File: src/rtl/id_ex_pkg.sv
// Shared widths, NOP encodings and entry layout for the ID->EX skid register.
package id_ex_pkg;

    localparam int DATA_W_DEF   = 32;
    localparam int ADDR_W_DEF   = 5;
    localparam int ALUOP_W_DEF  = 8;
    localparam int ALUSEL_W_DEF = 3;
    localparam int NUM_SRC_DEF  = 2;

    // Bubble encodings, matching the core's defines.v
    localparam logic [ALUOP_W_DEF-1:0]  EXE_NOP_OP   = 8'b0000_0000;
    localparam logic [ALUSEL_W_DEF-1:0] EXE_RES_NOP  = 3'b000;
    localparam logic [DATA_W_DEF-1:0]   ZeroWord     = 32'h0000_0000;
    localparam logic                    WriteDisable = 1'b0;

    typedef enum logic [1:0] {
        EMPTY = 2'd0,
        ONE   = 2'd1,
        FULL  = 2'd2
    } occ_e;

    typedef struct packed {
        logic [ALUOP_W_DEF-1:0]                 aluop;
        logic [ALUSEL_W_DEF-1:0]                alusel;
        logic [NUM_SRC_DEF-1:0][DATA_W_DEF-1:0] src;
        logic [ADDR_W_DEF-1:0]                  wd;
        logic                                   wreg;
    } entry_t;

    function automatic int entry_w(input int dw, input int aw, input int opw,
                                   input int selw, input int ns);
        return opw + selw + ns * dw + aw + 1;
    endfunction

endpackage

File: src/rtl/id_ex_slot.sv
// One entry register of the ID->EX buffer: clear wins over load, otherwise hold.
module id_ex_slot
    import id_ex_pkg::*;
#(
    parameter int           W       = 8,
    parameter logic [W-1:0] CLR_VAL = '0
) (
    input  logic         clk,
    input  logic         rst,
    input  logic         load,
    input  logic         clr,
    input  logic [W-1:0] din,
    output logic [W-1:0] dout
);

    logic [W-1:0] data_d;
    logic [W-1:0] data_q;

    always_comb begin
        data_d = data_q;
        if (clr) begin
            data_d = CLR_VAL;
        end else if (load) begin
            data_d = din;
        end
    end

    always_ff @(posedge clk or negedge rst) begin
        if (!rst) begin
            data_q <= CLR_VAL;
        end else begin
            data_q <= data_d;
        end
    end

    assign dout = data_q;

endmodule

File: src/rtl/id_ex_skid.sv
// ID->EX pipeline register with a two-entry skid buffer and synchronous flush.
// Define ID_EX_PERF_EN to add the saturating perf_stall_cnt back-pressure counter.
module id_ex_skid
    import id_ex_pkg::*;
#(
    parameter int DATA_W   = DATA_W_DEF,
    parameter int ADDR_W   = ADDR_W_DEF,
    parameter int ALUOP_W  = ALUOP_W_DEF,
    parameter int ALUSEL_W = ALUSEL_W_DEF,
    parameter int NUM_SRC  = NUM_SRC_DEF
) (
    input  logic                      clk,
    input  logic                      rst,
    input  logic                      flush,
    input  logic                      id_valid,
    output logic                      id_ready,
    input  logic [ALUOP_W-1:0]        id_aluop,
    input  logic [ALUSEL_W-1:0]       id_alusel,
    input  logic [NUM_SRC*DATA_W-1:0] id_src,
    input  logic [ADDR_W-1:0]         id_wd,
    input  logic                      id_wreg,
    output logic                      ex_valid,
    input  logic                      ex_ready,
    output logic [ALUOP_W-1:0]        ex_aluop,
    output logic [ALUSEL_W-1:0]       ex_alusel,
    output logic [NUM_SRC*DATA_W-1:0] ex_src,
    output logic [ADDR_W-1:0]         ex_wd,
    output logic                      ex_wreg
`ifdef ID_EX_PERF_EN
    ,
    output logic [31:0]               perf_stall_cnt
`endif
);

    localparam int ENTRY_W = entry_w(DATA_W, ADDR_W, ALUOP_W, ALUSEL_W, NUM_SRC);

    localparam logic [ENTRY_W-1:0] NOP_ENTRY = {
        ALUOP_W'(EXE_NOP_OP),
        ALUSEL_W'(EXE_RES_NOP),
        {NUM_SRC{DATA_W'(ZeroWord)}},
        ADDR_W'(0),
        WriteDisable
    };

    occ_e               state_q;
    occ_e               state_d;
    logic               push;
    logic               pop;
    logic               main_load;
    logic               main_clr;
    logic               main_from_skid;
    logic               skid_load;
    logic               skid_clr;
    logic [ENTRY_W-1:0] id_entry;
    logic [ENTRY_W-1:0] main_din;
    logic [ENTRY_W-1:0] main_q;
    logic [ENTRY_W-1:0] skid_q;

    // Occupancy is the only control state; slot valids are decoded from it.
    assign id_ready = (state_q != FULL);
    assign ex_valid = (state_q != EMPTY);
    assign push     = id_valid & id_ready;
    assign pop      = ex_valid & ex_ready;

    assign id_entry = {id_aluop, id_alusel, id_src, id_wd, id_wreg};
    assign main_din = main_from_skid ? skid_q : id_entry;

    always_comb begin
        state_d        = state_q;
        main_load      = 1'b0;
        main_clr       = 1'b0;
        main_from_skid = 1'b0;
        skid_load      = 1'b0;
        skid_clr       = 1'b0;
        if (flush) begin
            state_d  = EMPTY;
            main_clr = 1'b1;
            skid_clr = 1'b1;
        end else begin
            unique case (state_q)
                EMPTY: begin
                    if (push) begin
                        main_load = 1'b1;
                        state_d   = ONE;
                    end
                end
                ONE: begin
                    if (pop && push) begin
                        main_load = 1'b1;
                    end else if (pop) begin
                        main_clr = 1'b1;
                        state_d  = EMPTY;
                    end else if (push) begin
                        skid_load = 1'b1;
                        state_d   = FULL;
                    end
                end
                FULL: begin
                    // id_ready is low here, so a pop can never coincide with a push
                    if (pop) begin
                        main_load      = 1'b1;
                        main_from_skid = 1'b1;
                        skid_clr       = 1'b1;
                        state_d        = ONE;
                    end
                end
                default: begin
                    state_d  = EMPTY;
                    main_clr = 1'b1;
                    skid_clr = 1'b1;
                end
            endcase
        end
    end

    always_ff @(posedge clk or negedge rst) begin
        if (!rst) begin
            state_q <= EMPTY;
        end else begin
            state_q <= state_d;
        end
    end

    id_ex_slot #(
        .W       (ENTRY_W),
        .CLR_VAL (NOP_ENTRY)
    ) u_main (
        .clk  (clk),
        .rst  (rst),
        .load (main_load),
        .clr  (main_clr),
        .din  (main_din),
        .dout (main_q)
    );

    id_ex_slot #(
        .W       (ENTRY_W),
        .CLR_VAL (NOP_ENTRY)
    ) u_skid (
        .clk  (clk),
        .rst  (rst),
        .load (skid_load),
        .clr  (skid_clr),
        .din  (id_entry),
        .dout (skid_q)
    );

    // The main slot is cleared whenever it empties, so its fields are the bubble.
    assign {ex_aluop, ex_alusel, ex_src, ex_wd, ex_wreg} = main_q;

`ifdef ID_EX_PERF_EN
    logic [31:0] perf_d;
    logic [31:0] perf_q;

    always_comb begin
        perf_d = perf_q;
        if (ex_valid && !ex_ready && (perf_q != 32'hFFFF_FFFF)) begin
            perf_d = perf_q + 32'd1;
        end
    end

    always_ff @(posedge clk or negedge rst) begin
        if (!rst) begin
            perf_q <= 32'd0;
        end else begin
            perf_q <= perf_d;
        end
    end

    assign perf_stall_cnt = perf_q;
`endif

endmodule

File: config.mk
export PLATFORM = sky130hd
export DESIGN_NAME = id_ex_skid
export DESIGN_NICKNAME = d
export VERILOG_FILES = /design/src/rtl/id_ex_pkg.sv /design/src/rtl/id_ex_slot.sv /design/src/rtl/id_ex_skid.sv
export SDC_FILE = /design/constraint.sdc
export NUM_CORES = 1
export LEC_CHECK = 0
export BUFFER_PORTS_ARGS = -buffer_cell sky130_fd_sc_hd__buf_2
export CORE_AREA = 2 2 145 90
export CTS_CLUSTER_SIZE = 20
export DETAILED_ROUTE_END_ITERATION = 10
export DIE_AREA = 0 0 147 92
export GPL_ROUTABILITY_DRIVEN = 0
export HOLD_SLACK_MARGIN = 0.1
export PLACE_DENSITY_LB_ADDON = 0.2
export SYNTH_ARGS = -nofsm -noshare
export SYNTH_HDL_FRONTEND = slang
export SYNTH_SLANG_ARGS = --single-unit
File: constraint.sdc
create_clock -name clk -period 4.2 [get_ports clk]
set_clock_uncertainty 0.15 [all_clocks]
set_input_delay 0.84 -clock clk [delete_from_list [all_inputs] [get_ports clk]]
set_output_delay 0.84 -clock clk [all_outputs]
set_load 0.05 [all_outputs]
==> run summary <==
outcome: complete, no violations
Post-synth ARST share: 100%
Syn. warnings: 0
Setup Buffers After CTS: 0
Mapped Nets: 639
initial antenna violation count: 2
register area share after synthesis: 58.8%
TritonCTS Buffers: 17
Rel. slew slack: 43.4%
H-tree lvl count: 4
area delta synth->final: 21.6%
Critical Path Fanout Max: 7
main combinational cell family by area after synthesis: compound AO/OA/AOI/OAI gates
peak supply drop: 0.329 mV
Worst setup EP type: output pin
vias in the first global route: 5212
CP required: 3.21 ns
Initial Utilization: 56.2%
CTS sink cnt: 164
cts repair resizes: 0
fin worst setup slack: 1.74 ns
HP Class: reg -> reg
syn avg cell area: 12.6 um^2
Post-synth EDFFs: 0
Die H: 92 um
fillers: 969
final cycle utilization of the critical path: 58.5%
I/O pin count: 169
Synth Area in Compound Gates: 19.5%
drc violations: 0
hold path cells: 2
R2R depth: 5
share of layout cells above drive strength 1: 36.9%
DR iter-0 viols: 301
top post-synthesis cells by count: dfrtp_1 (164), mux2i_1 (82), nand2_1 (82)
Top FF cell, synth: dfrtp_1
Via density: 5.62
pin count of the biggest net entering global routing: 93
Worst-Margin Slew: 0.847 ns
share of the synthesized area in the top cell type: 58.8%
num rows: 32
PwrDens: 461 nW/um^2
CTS tree: built
leading area contributor after synthesis: dfrtp_1
Hold Path Sink: u_main.dout[23]$_DFFE_PN0P_
synthesized area: 6980 um^2
count of final max-slew check failures: 0
Final HPWL DP: 10800 um
worst hold path startpoint: u_main.dout[23]$_DFFE_PN0P_
crit start category: flop
RSZ-0062 raised after global routing: false
count of cell types in the netlist: 30
fmax: 407 MHz
die area: 13500 um^2
Max clock buf depth: 2
routed vias: 5014
drt wl/cell: 18.5 um
pre-CTS setup slack: 1.36 ns
antenna-violating nets left: 0
total congestion overflow: 0
drt first pass iters: 4
post-synthesis adder-cell area fraction: 0%
Cells after Synth: 553
first-pass GRT wire length: 26700 um
final WL: 16500 um
hold-fix buffer count after cts: 0
GRT Resource Usage Total: 25.4%
clock slew at reported path FFs: 0.06 ns
Port Buffers: 168
top cells by area, synth: dfrtp_1 (59%), mux2i_1 (12%), a22o_1 (10%)
Total Power: 3.91 mW
R2R Path Start: state_q[0]$_DFFE_PN0P_
worst flop-to-flop path endpoint: u_main.dout[65]$_DFFE_PN0P_
crit path kind: reg -> out
top-count cell post-synth: dfrtp_1
worst path arrival time: 1.47 ns
setup TNS: 0 ns
reg2reg setup slack: 1.84 ns
simple-gate share of the synthesized area: 5.99%
leakage power: 4.08 nW
placed inst area: 7900 um^2
Final setup viols: 0
Finished Cell Area: 8480 um^2
mux cell area share after synthesis: 11.8%
Final Net Count: 796
core area: 12400 um^2
max-cap violations: 0
Core Util, Final: 68.3%
Die X: 147 um
CTS Root Cell: clkbuf_16
Clk Latency, worst-skew pair: 0.42 ns
final hold vios: 0
crit path time final: 2.46 ns
Synth Register Bits: 164
XOR/XNOR share of the synthesized area: 0.126%
[critical path: stages (launching register included)]
cell and delay (ns):
dfrtp_1 0.50, nand2b_4 0.25, buf_2 0.30
[layout by cell type, fill, tap and decap left out]
cell        instances
nand2b_1            1
clkbuf_8            1
a22o_1             81
o32ai_4             1
dfrtp_1           164
or2_4               1
clkinv_2            4
a2bb2oi_1           1
and2b_1             1
buf_12              2
or2_2               1
mux2i_1            82
a21oi_4             1
nor2_8              1
a21oi_1             1
a21oi_2             1
buf_4              10
nand2_1            82
diode_2             1
clkinvlp_4          2
clkbuf_1            2
clkinv_4            1
buf_2             167
o22a_2              1
or2b_4              1
bufinv_16           3
nand2_2             1
buf_6               1
xnor2_1             1
o21ai_1            34
nor2_1              3
nand2b_4            1
clkbuf_16          17
nor2_4              2
o21ai_2            46
o21ai_0             1
nor2b_1             1
[power by group]
group          internal [mW]  switching, mW  total, mW
combinational          0.167          0.483      0.650
clock                  0.940          0.599       1.54
sequential              1.67         0.0545       1.72
total                   2.78           1.14       3.91
[area by class of cell]
cell class                      instances  area, um^2  share of cell area [%]
Antenna cell                            1        2.50                  0.0295
Multi-Input combinational cell        347        2620                    30.9
Clock buffer                           20         447                    5.27
Tap cell                              170         213                    2.51
Clock inverter                         10         134                    1.58
Sequential cell                       164        4100                    48.4
Timing Repair Buffer                  180         962                    11.3
[kinds of logic after synthesis]
family                    after synthesis
AOI/OAI and AO/OA                     168
DFF                                   164
and+or+nand+nor                        96
muxes                                  82
buffers and inverters                  42
xor gates and xnor gates                1
[metal layers]
layer	part of all wire (%)	up-vias	track usage, %	routed length [um]
li1	-	2313	-	-
met1	46	2502	36.2	7640
met3	8.0	26	7.71	1330
met2	44	171	37.3	7320
met4	1.5	2	9.05	243
met5	0.079	-	0	13
[worst max path at each step]
stage / from / to / slack (ns) / cells past startpoint
final: state_q[0]$_DFFE_PN0P_ / id_ready / 1.74 / 2
after global routing: state_q[0]$_DFFE_PN0P_ / id_ready / 1.68 / 2
after CTS: state_q[0]$_DFFE_PN0P_ / id_ready / 1.73 / 2
after detailed placement: flush / u_main.dout[17]$_DFFE_PN0P_ / 1.36 / 6
after global placement: ex_ready / u_main.dout[78]$_DFFE_PN0P_ / 1.41 / 6
after floorplan: ex_ready / u_main.dout[30]$_DFFE_PN0P_ / 2.13 / 5
[metrics by stage]
| step | hold WS, ns | std cells |
|---|---|---|
| floorplan | 0.316 | 553 |
| global placement | 0.306 | 861 |
| detailed placement | 0.311 | 861 |
| CTS | 0.325 | 891 |
| global route | 0.350 | 891 |
| finish | 0.322 | 892 |
[sequential cells by signal, indices dropped and copies added (netlist names)]
| register | count |
|---|---|
| u_main.dout | 81 |
| u_skid.dout | 81 |
| state_q | 2 |
(Power assumes the default switching activity.)
